$ cat config.mk
export PLATFORM = sky130hd
export DESIGN_NAME = mccoy_stepper
export DESIGN_NICKNAME = d
export VERILOG_FILES = /design/src/rtl/mccoy_pkg.sv /design/src/rtl/mccoy_instr_fifo.sv /design/src/rtl/mccoy_stepper.sv
export SDC_FILE = /design/constraint.sdc
export NUM_CORES = 1
export LEC_CHECK = 0
export BUFFER_PORTS_ARGS = -buffer_cell sky130_fd_sc_hd__buf_2
export CAP_MARGIN = 20
export CORE_MARGIN = 3
export CORE_UTILIZATION = 30
export DETAILED_ROUTE_END_ITERATION = 7
export PLACE_DENSITY_LB_ADDON = 0.12
export SLEW_MARGIN = 0
export SYNTH_ARGS = -nofsm -noshare
export SYNTH_HDL_FRONTEND = slang
export SYNTH_SLANG_ARGS = --single-unit
$ cat constraint.sdc
create_clock -name clk -period 4.1 [get_ports clk]
set_input_delay 1.23 -clock clk [delete_from_list [all_inputs] [get_ports clk]]
set_output_delay 1.23 -clock clk [all_outputs]
set_load 0.05 [all_outputs]
$ cat src/rtl/mccoy_pkg.sv
// Shared types and constants for the McCoy core stepper.
// The core pins pack clock, reset and instruction into one 8-bit io_in word.
package mccoy_pkg;
  localparam int IW             = 6;
  localparam int CORE_CLK_BIT   = 7;
  localparam int CORE_RST_BIT   = 6;
  localparam int INSTR_SEQ_CLKS = 6;
  localparam int RST_SEQ_CLKS   = 3;

  typedef enum logic [3:0] {
    S_IDLE, S_SETUP, S_HI, S_HI_CAP, S_LO, S_LO_CAP,
    S_RST_SETUP, S_RST_HI, S_RST_LO
  } state_e;

  function automatic logic [7:0] io_word(input logic clk_b, input logic rst_b,
                                         input logic [IW-1:0] ins);
    logic [7:0] w;
    w = {2'b00, ins};
    w[CORE_CLK_BIT] = clk_b;
    w[CORE_RST_BIT] = rst_b;
    return w;
  endfunction
endpackage

$ cat src/rtl/mccoy_instr_fifo.sv
// Small instruction FIFO; pointers wrap naturally because DEPTH is a power of two.
module mccoy_instr_fifo #(
  parameter  int DEPTH = 4,
  parameter  int IW    = 6,
  localparam int AW    = $clog2(DEPTH),
  localparam int CW    = $clog2(DEPTH + 1)
) (
  input  logic          clk,
  input  logic          reset,
  input  logic          push,
  input  logic [IW-1:0] push_data,
  input  logic          pop,
  output logic [IW-1:0] pop_data,
  output logic [CW-1:0] count,
  output logic          full,
  output logic          empty
);
  logic [DEPTH-1:0][IW-1:0] mem_q, mem_d;
  logic [AW-1:0] wr_ptr_q, wr_ptr_d, rd_ptr_q, rd_ptr_d;
  logic [CW-1:0] count_q, count_d;
  logic do_push, do_pop;

  assign full     = (count_q == CW'(DEPTH));
  assign empty    = (count_q == '0);
  assign do_push  = push & ~full;
  assign do_pop   = pop & ~empty;
  assign pop_data = mem_q[rd_ptr_q];
  assign count    = count_q;

  always_comb begin
    mem_d    = mem_q;
    wr_ptr_d = wr_ptr_q + AW'(do_push);
    rd_ptr_d = rd_ptr_q + AW'(do_pop);
    count_d  = count_q + CW'(do_push) - CW'(do_pop);
    if (do_push) mem_d[wr_ptr_q] = push_data;
  end

  always_ff @(posedge clk or negedge reset) begin
    if (!reset) begin
      mem_q    <= '0;
      wr_ptr_q <= '0;
      rd_ptr_q <= '0;
      count_q  <= '0;
    end else begin
      mem_q    <= mem_d;
      wr_ptr_q <= wr_ptr_d;
      rd_ptr_q <= rd_ptr_d;
      count_q  <= count_d;
    end
  end
endmodule

$ cat src/rtl/mccoy_stepper.sv
// Steps one McCoy core: each instruction is one slow core clock built from six
// system clocks; PC is sampled in the high phase, x8 in the low phase.
module mccoy_stepper #(
  parameter  int DEPTH = 4,
  parameter  int IW    = mccoy_pkg::IW,
  localparam int CW    = $clog2(DEPTH + 1)
) (
  input  logic          clk,
  input  logic          reset,
  input  logic          instr_valid,
  output logic          instr_ready,
  input  logic [IW-1:0] instr_data,
  input  logic          core_rst_req,
  output logic [7:0]    core_io_in,
  input  logic [7:0]    core_io_out,
  output logic          res_valid,
  input  logic          res_ready,
  output logic [IW-1:0] res_pc,
  output logic [IW-1:0] res_x8,
  output logic          busy,
  output logic [CW-1:0] fifo_count
);
  import mccoy_pkg::*;

  state_e        state_q, state_d;
  logic [IW-1:0] instr_q, instr_d, res_pc_q, res_pc_d, res_x8_q, res_x8_d;
  logic          rst_pend_q, rst_pend_d, res_valid_q, res_valid_d;
  logic [7:0]    io_q, io_d;
  logic          pop, fifo_full, fifo_empty;
  logic [IW-1:0] fifo_head;

  mccoy_instr_fifo #(.DEPTH(DEPTH), .IW(IW)) u_fifo (
    .clk(clk), .reset(reset),
    .push(instr_valid), .push_data(instr_data),
    .pop(pop), .pop_data(fifo_head),
    .count(fifo_count), .full(fifo_full), .empty(fifo_empty)
  );

  assign instr_ready = ~fifo_full;
  assign core_io_in  = io_q;
  assign res_valid   = res_valid_q;
  assign res_pc      = res_pc_q;
  assign res_x8      = res_x8_q;
  assign busy        = (state_q != S_IDLE) | rst_pend_q;

  always_comb begin
    state_d     = state_q;
    instr_d     = instr_q;
    rst_pend_d  = rst_pend_q;
    res_valid_d = res_valid_q;
    res_pc_d    = res_pc_q;
    res_x8_d    = res_x8_q;
    pop         = 1'b0;
    if (res_valid_q && res_ready) res_valid_d = 1'b0;
    // A reset request mid-instruction is remembered and served at the next IDLE
    if (core_rst_req && state_q != S_IDLE) rst_pend_d = 1'b1;
    case (state_q)
      S_IDLE: begin
        if (rst_pend_q || core_rst_req) begin
          state_d    = S_RST_SETUP;
          rst_pend_d = 1'b0;
        end else if (!fifo_empty && !res_valid_q) begin
          pop     = 1'b1;
          instr_d = fifo_head;
          state_d = S_SETUP;
        end
      end
      S_SETUP:     state_d = S_HI;
      S_HI:        state_d = S_HI_CAP;
      S_HI_CAP: begin
        res_pc_d = core_io_out[IW-1:0];
        state_d  = S_LO;
      end
      S_LO:        state_d = S_LO_CAP;
      S_LO_CAP: begin
        res_x8_d    = core_io_out[IW-1:0];
        res_valid_d = 1'b1;
        state_d     = S_IDLE;
      end
      S_RST_SETUP: state_d = S_RST_HI;
      S_RST_HI:    state_d = S_RST_LO;
      S_RST_LO:    state_d = S_IDLE;
      default:     state_d = S_IDLE;
    endcase

    // Pins are decoded from the next state so they are registered with it
    case (state_d)
      S_SETUP, S_LO, S_LO_CAP: io_d = io_word(1'b0, 1'b0, instr_d);
      S_HI, S_HI_CAP:          io_d = io_word(1'b1, 1'b0, instr_d);
      S_RST_SETUP, S_RST_LO:   io_d = io_word(1'b0, 1'b1, '0);
      S_RST_HI:                io_d = io_word(1'b1, 1'b1, '0);
      default:                 io_d = 8'h00;
    endcase
  end

  always_ff @(posedge clk or negedge reset) begin
    if (!reset) begin
      state_q     <= S_IDLE;
      instr_q     <= '0;
      rst_pend_q  <= 1'b0;
      res_valid_q <= 1'b0;
      res_pc_q    <= '0;
      res_x8_q    <= '0;
      io_q        <= 8'h00;
    end else begin
      state_q     <= state_d;
      instr_q     <= instr_d;
      rst_pend_q  <= rst_pend_d;
      res_valid_q <= res_valid_d;
      res_pc_q    <= res_pc_d;
      res_x8_q    <= res_x8_d;
      io_q        <= io_d;
    end
  end
endmodule
Word level (Yosys, flattened, before mapping) --
Cells that the tools add are included.
Word-level totals: memories 0, memory bits (read-only) 0, input port bits 19, output and inout bits 26, latch bits 0, register bits 63, word-level logic and storage cells 76, memory bits (writable) 0
Cells by class: bitwise gates (word level) 5, muxes and demuxes 20, equality and inequality tests 16, shift operators 0, reduce and logical (&&, ||, !) cells 14, $add $sub $neg 4, $mul 0, magnitude comparators 3, divide/modulo/power cells 0
Operator list (count):
- 4-bit by 3-bit == test with 1-bit output, second input constant | 8
- 8-bit case mux with 4 select lines | 1
- 6-bit 2-to-1 mux | 5
- 4-bit case mux with 7 select lines | 1
- 24-bit bitwise mux | 1
- 4-bit by 2-bit == test with 1-bit output, second input constant | 4
- 6-bit binary-select mux with 2-bit select | 1
- 6-bit demux with 2-bit select | 1
- 4-bit by 1-bit == test with 1-bit output, second input constant | 2
- 1-bit 2-to-1 mux | 8
- 4-bit 2-to-1 mux | 2
- 2-bit by 3-bit < comparator with 1-bit output, second input constant | 2
- 2-bit by 1-bit adder with 2-bit output | 2
- 4-bit == test, second input constant | 1
- 1-bit logical AND | 4
- 4-bit logical NOT | 1
- 4-bit nonzero test | 1
- 2-bit OR reduction | 2
- 3-bit by 1-bit adder with 3-bit output | 1
- 3-bit == test, second input constant | 1
- 3-bit logical NOT | 1
- 3-bit OR reduction | 1
- 3-bit by 1-bit subtractor with 3-bit output | 1
- 1-bit bitwise AND | 2
- 6 further kinds | 8

Longest topological paths before layout --
word-level depth 9, mapped depth 11

Cells and area by module --
A second synthesis with hierarchy kept.
Unflattened totals: cells, all modules 193, area total of the unflattened synthesis 2788.9 sq um
Modules (own cells, without submodules):
- mccoy_instr_fifo | area each 1422.6 sq um, cells an instance 88, instances 1, sequential area each 775.7 sq um
- mccoy_stepper | area each 1366.3 sq um, cells an instance 105, instances 1, sequential area each 800.8 sq um

Worst setup path before layout --
Ideal clock, no wire load.
path type input port to flip-flop, start input port core_rst_req, end register u_fifo.count_q[2], in the netlist u_fifo.count[2], cell stages on the path 10, arrival time 2936 ps, setup time 144 ps, setup slack 1020 ps, path through nor3_2 > nand3_4 > inv_1 > ha_1 > inv_1 > ha_1 > inv_1 > fa_1 > xnor2_1 > xnor2_1
On the way: longest elaborated chain between the ends 5
RTL lines:
- from (decl) | RTL line mccoy_stepper.sv:13 | input logic core_rst_req,
- 1-bit logical OR | RTL line mccoy_stepper.sv:59 | if (rst_pend_q || core_rst_req) begin
- 1-bit 2-to-1 mux | RTL line mccoy_stepper.sv:59
- 1-bit 2-to-1 mux | RTL line mccoy_stepper.sv:57 | case (state_q)
- 1-bit bitwise AND | RTL line mccoy_instr_fifo.sv:26 | assign do_pop = pop & ~empty;
- 3-bit by 1-bit subtractor with 3-bit output | RTL line mccoy_instr_fifo.sv:34 | count_d = count_q + CW'(do_push) - CW'(do_pop);
- net u_fifo.count_d[2] | RTL line mccoy_instr_fifo.sv:20 | logic [CW-1:0] count_q, count_d;
- to (signal assigned) | RTL line mccoy_instr_fifo.sv:48 | count_q <= count_d;
- to (decl) | RTL line mccoy_instr_fifo.sv:20
The timed path passes the listed nets, and every way through them passes these cells. A chain may end at the register's enable or synchronous reset.

Final worst setup path --
start register state_q[3], end output port busy
On the way: longest elaborated chain between the ends 2
RTL lines:
- from (decl) | RTL line mccoy_stepper.sv:25 | state_e state_q, state_d;
- from (signal assigned) | RTL line mccoy_stepper.sv:106 | state_q <= state_d;
- 4-bit nonzero test | RTL line mccoy_stepper.sv:44 | assign busy = (state_q != S_IDLE) | rst_pend_q;
- 1-bit bitwise OR | RTL line mccoy_stepper.sv:44
- to (decl) | RTL line mccoy_stepper.sv:20 | output logic busy,
No other way between the ends.

==> flow_summary.html <==
<table>
<tr><th>Metric</th><th>Value</th></tr>
<tr><th colspan="2">GRT</th></tr>
<tr><td>First-pass GRT wire length</td><td>about 8.8 mm</td></tr>
<tr><td>Number of antenna violations at the first check in global routing</td><td>0</td></tr>
<tr><td>Vias in the first global route</td><td>around 1.7k</td></tr>
<tr><td>Combined global-route utilization of all metal layers</td><td>between 10% and 20%</td></tr>
<tr><td>Total congestion overflow</td><td>0</td></tr>
<tr><td>Largest net degree at the start of global routing</td><td>64</td></tr>
<tr><th colspan="2">Cells and area</th></tr>
<tr><td>Area of all sequential standard cells</td><td>about 1600 sq um</td></tr>
<tr><td>Commonest non-fill, non-tap cells in the layout</td><td>sky130_fd_sc_hd__dfrtp_1 (63), sky130_fd_sc_hd__buf_2 (42), sky130_fd_sc_hd__mux2_2 (36), sky130_fd_sc_hd__nand3_1 (10), sky130_fd_sc_hd__clkbuf_8 (10)</td></tr>
<tr><td>Number of filler cells placed in the layout</td><td>888</td></tr>
<tr><td>Leading cell type in the layout, fill and taps excluded</td><td>sky130_fd_sc_hd__dfrtp_1</td></tr>
<tr><td>Post-route standard cell area excluding fillers</td><td>between 3000 and 4000 sq um</td></tr>
<tr><td>Layout cell share with drive strength beyond 1</td><td>around 46%</td></tr>
<tr><td>Area growth from synthesis to layout</td><td>17.2%</td></tr>
<tr><td>Count of antenna diodes in the layout</td><td>0</td></tr>
<tr><td>Nets</td><td>267</td></tr>
<tr><td>Area used by multi-input combinational logic</td><td>between 1000 and 1500 sq um</td></tr>
<tr><th colspan="2">Routing</th></tr>
<tr><td>Via count</td><td>1638</td></tr>
<tr><td>Routed length per placed instance</td><td>15.1 um</td></tr>
<tr><td>Antenna viol nets, final</td><td>0</td></tr>
<tr><td>Total wire length after detailed routing</td><td>between 5 and 6 mm</td></tr>
<tr><td>Vias per inst</td><td>between 4 and 5</td></tr>
<tr><td>Number of DRC violations after detailed routing</td><td>0</td></tr>
<tr><td>DRC violation total after the first TritonRoute iteration</td><td>between 40 and 50</td></tr>
<tr><td>First-pass iteration count of the detailed router</td><td>4</td></tr>
<tr><th colspan="2">Clock network</th></tr>
<tr><td>Clock transition at the registers of the reported paths</td><td>approximately 0.080 ns</td></tr>
<tr><td>Skew-Pair Late Insertion Delay</td><td>0.34 ns</td></tr>
<tr><td>CTS Hold Bufs</td><td>0</td></tr>
<tr><td>Clock tree from TritonCTS</td><td>built</td></tr>
<tr><td>Post-CTS Setup Bufs</td><td>0</td></tr>
<tr><td>Clock buffer count from CTS</td><td>9</td></tr>
<tr><td>Clock root buffer master</td><td>sky130_fd_sc_hd__clkbuf_8</td></tr>
<tr><td>CTS Sinks</td><td>63</td></tr>
<tr><td>H-tree depth</td><td>3</td></tr>
<tr><td># resized after CTS</td><td>0</td></tr>
<tr><td>CTS max path bufs</td><td>2</td></tr>
<tr><th colspan="2">Critical path</th></tr>
<tr><td>Required time of the critical path</td><td>between 2 and 3 ns</td></tr>
<tr><td>Crit path cell chain</td><td>nor4_4 &gt; or2b_1 &gt; buf_2</td></tr>
<tr><td>Cell with the biggest individual delay on the critical path</td><td>sky130_fd_sc_hd__dfrtp_1</td></tr>
<tr><td>Largest stage delay on the critical path</td><td>0.56 ns</td></tr>
<tr><td>CP startpoint kind</td><td>register</td></tr>
<tr><td>Worst-path maximum fanout</td><td>12</td></tr>
<tr><td>Arrival time reported for the critical path endpoint</td><td>1.93 ns</td></tr>
<tr><td>Cell type group with the largest total delay on the critical path</td><td>simple AND/OR/NAND/NOR gates</td></tr>
<tr><td>Critical path type</td><td>reg -&gt; out</td></tr>
<tr><td>Crit path capture type</td><td>output port</td></tr>
<tr><td>Worst path buffer plus inverter count</td><td>1</td></tr>
<tr><th colspan="2">Synthesis</th></tr>
<tr><td>Portion of the post-synthesis area used by sequential elements</td><td>55.6%</td></tr>
<tr><td>Count of distinct cell types in the synthesized netlist</td><td>between 40 and 50</td></tr>
<tr><td>Number of synthesized register bits</td><td>63</td></tr>
<tr><td>Most used DFF post-synth</td><td>sky130_fd_sc_hd__dfrtp_1</td></tr>
<tr><td>Total number of yosys warnings</td><td>0</td></tr>
<tr><td>Syn Nets</td><td>roughly 220</td></tr>
<tr><td>Post-Syn Instances</td><td>198</td></tr>
<tr><td>Count of flip-flops with a built-in enable after synthesis</td><td>0</td></tr>
<tr><td>Post-synthesis async set-or-reset flop share</td><td>100%</td></tr>
<tr><td>Per-instance average area after synthesis</td><td>approximately 14 sq um</td></tr>
<tr><td>Summed instance area of the synthesized netlist</td><td>around 2800 sq um</td></tr>
<tr><th colspan="2">Floorplan</th></tr>
<tr><td>Initial standard-cell utilization of the core</td><td>between 30% and 40%</td></tr>
<tr><td>Die area</td><td>~11000 sq um</td></tr>
<tr><td>Placeable Area</td><td>between 8000 and 9000 sq um</td></tr>
<tr><td>Horizontal extent of the die</td><td>103 um</td></tr>
<tr><td>FP Rows</td><td>34</td></tr>
<tr><td>IO Count</td><td>45</td></tr>
<tr><td>Die Ht</td><td>a little over 100 um</td></tr>
<tr><th colspan="2">Power</th></tr>
<tr><td>Switch share</td><td>42.3%</td></tr>
<tr><td>P_int</td><td>between 1.5 and 2 mW</td></tr>
<tr><td>Comb power frac</td><td>43.4%</td></tr>
<tr><td>Leakage power of the design</td><td>between 1.5 and 2 nW</td></tr>
<tr><td>P per Cell Area</td><td>~900 nW/um^2</td></tr>
<tr><td>IR drop worst, VDD</td><td>approximately 0.27 mV</td></tr>
<tr><td>Part of the power in the clock network</td><td>~18%</td></tr>
<tr><td>Psw</td><td>between 1 and 1.5 mW</td></tr>
<tr><td>Share of power burned in registers</td><td>about two fifths</td></tr>
<tr><th colspan="2">Placement</th></tr>
<tr><td>Placed Area</td><td>approximately 3100 sq um</td></tr>
<tr><td>Number of buffers inserted by port buffering</td><td>42</td></tr>
<tr><td>Detailed placer's ending HPWL</td><td>~3.7 mm</td></tr>
<tr><td>Final weighted congestion of routability-driven global placement</td><td>~0.7</td></tr>
<tr><th colspan="2">STA</th></tr>
<tr><td>Number of pins exceeding their max-slew limit in the final report</td><td>0</td></tr>
<tr><td>Sum Neg Setup Slack</td><td>0 ns</td></tr>
<tr><td>Setup repair after global routing missed its margin</td><td>no</td></tr>
<tr><td>Number of failing hold endpoints at the final stage</td><td>0</td></tr>
<tr><td>Max transition margin</td><td>46.3%</td></tr>
<tr><td>Number of setup violations in the final report</td><td>0</td></tr>
<tr><td>Final clock skew</td><td>0.00955 ns</td></tr>
<tr><td>Max Clock Freq</td><td>317 MHz</td></tr>
<tr><td>Fin crit period</td><td>approximately 3.2 ns</td></tr>
<tr><td>Slew at the pin closest to its max-slew limit</td><td>just over 0.8 ns</td></tr>
<tr><td>Share of the clock period used by the worst path after layout</td><td>77.0%</td></tr>
<tr><th colspan="2">Outcome</th></tr>
<tr><td>Outcome</td><td>finished, final reports clean</td></tr>
<tr><th colspan="2">Min path</th></tr>
<tr><td>Class of the most critical hold timing path</td><td>reg -&gt; reg</td></tr>
<tr><th colspan="2">Run</th></tr>
<tr><td>Max cap viols</td><td>0</td></tr>
</table>
## stage by stage
| step | setup slack [ns] | total power, mW | instances | utilization (%) | hold slack, ns |
|---|---|---|---|---|---|
| finish | 0.945 | 3.04 | 356 | 37.2 | 0.505 |
| global placement | 0.910 | 2.52 | 340 | 35.0 | 0.484 |
| floorplan | 1.02 | 2.26 | 198 | - | 0.461 |
| detailed placement | 0.855 | 2.54 | 340 | 35.0 | 0.489 |
| CTS | 0.897 | 3.10 | 356 | 37.2 | 0.505 |
| global route | 0.819 | 3.26 | 356 | 37.2 | 0.509 |
## layer usage
metal,share of wire (%),vias up,global-route usage [%]
met4,2.5,0,6.27
met3,3.2,11,3.35
met2,46,25,16.0
met5,0,-,0
li1,-,795,-
met1,48,807,15.8
## power groups by stage
stage | sequential [mW] | combinational (mW) | clock [mW]
finish | 1.18 | 1.32 | 0.544
global placement | 1.19 | 1.33 | 0
detailed placement | 1.19 | 1.35 | 0
CTS | 1.18 | 1.35 | 0.569
global route | 1.22 | 1.43 | 0.603
floorplan | 1.49 | 0.768 | 0
## registers in the layout, summed over array words and instances (netlist names), 2 cells and up
| register | flops |
|---|---|
| core_io_in | 8 |
| instr_q | 6 |
| res_pc | 6 |
| res_x8 | 6 |
| state_q | 4 |
| u_fifo.count | 3 |
| u_fifo.mem_q | 24 |
| u_fifo.rd_ptr_q | 2 |
| u_fifo.wr_ptr_q | 2 |
## cell families (layout without fill, tap and decap cells)
group / after synthesis / after routing / share of synthesized area (%)
flops: 63 / 63 / 55.6
fa+ha+maj: 5 / 5 / 2.47
buf+inv: 18 / 68 / 3.57
xor+xnor: 5 / 5 / 1.54
simple gates: 49 / 49 / 13.0
compound gates: 14 / 14 / 4.02
mux: 44 / 44 / 19.8
## final cells by class
type                       count  share of cell area, %
inverter                       8                  0.904
sequential                    63                   47.5
timing repair buffer          44                   6.78
tap                          108                   4.07
clock buffer                  10                   4.14
multi-input combinational    117                   34.8
clock inverter                 6                   1.81
## worst paths after layout
kind	from	to	slack (ns)	depth (start not counted)
max in group asynchronous	reset	u_fifo.mem_q[4]	2.51	2
min in group asynchronous	reset	u_fifo.count[2]	1.06	2
worst max register to register	state_q[3]	u_fifo.count[2]	1.42	10
worst max-delay path	state_q[3]	busy	0.94	3
worst min-delay path	u_fifo.mem_q[15]	u_fifo.mem_q[15]	0.50	1
worst min register to register	u_fifo.mem_q[15]	u_fifo.mem_q[15]	0.50	1
## cell usage after synthesis, types with 2 or more instances
library cell	n	area, sq um
sky130_fd_sc_hd__nor2_1	7	26.3
sky130_fd_sc_hd__nand4b_4	2	47.6
sky130_fd_sc_hd__a21bo_1	5	50.1
sky130_fd_sc_hd__buf_4	2	15.0
sky130_fd_sc_hd__mux4_2	6	135
sky130_fd_sc_hd__nand4_1	5	31.3
sky130_fd_sc_hd__mux2_2	36	405
sky130_fd_sc_hd__mux2i_1	2	20.0
sky130_fd_sc_hd__xor2_1	2	17.5
sky130_fd_sc_hd__nand2_1	8	30.0
sky130_fd_sc_hd__buf_6	3	33.8
sky130_fd_sc_hd__dfrtp_1	63	1580
sky130_fd_sc_hd__clkbuf_1	2	7.51
sky130_fd_sc_hd__nand3_1	10	50.1
sky130_fd_sc_hd__buf_2	3	15.0
sky130_fd_sc_hd__ha_1	4	50.1
sky130_fd_sc_hd__or3_1	2	12.5
sky130_fd_sc_hd__a21oi_1	3	15.0
sky130_fd_sc_hd__inv_1	8	30.0
sky130_fd_sc_hd__xnor2_1	3	26.3
Note: power is estimated with default switching activity, not from simulation.
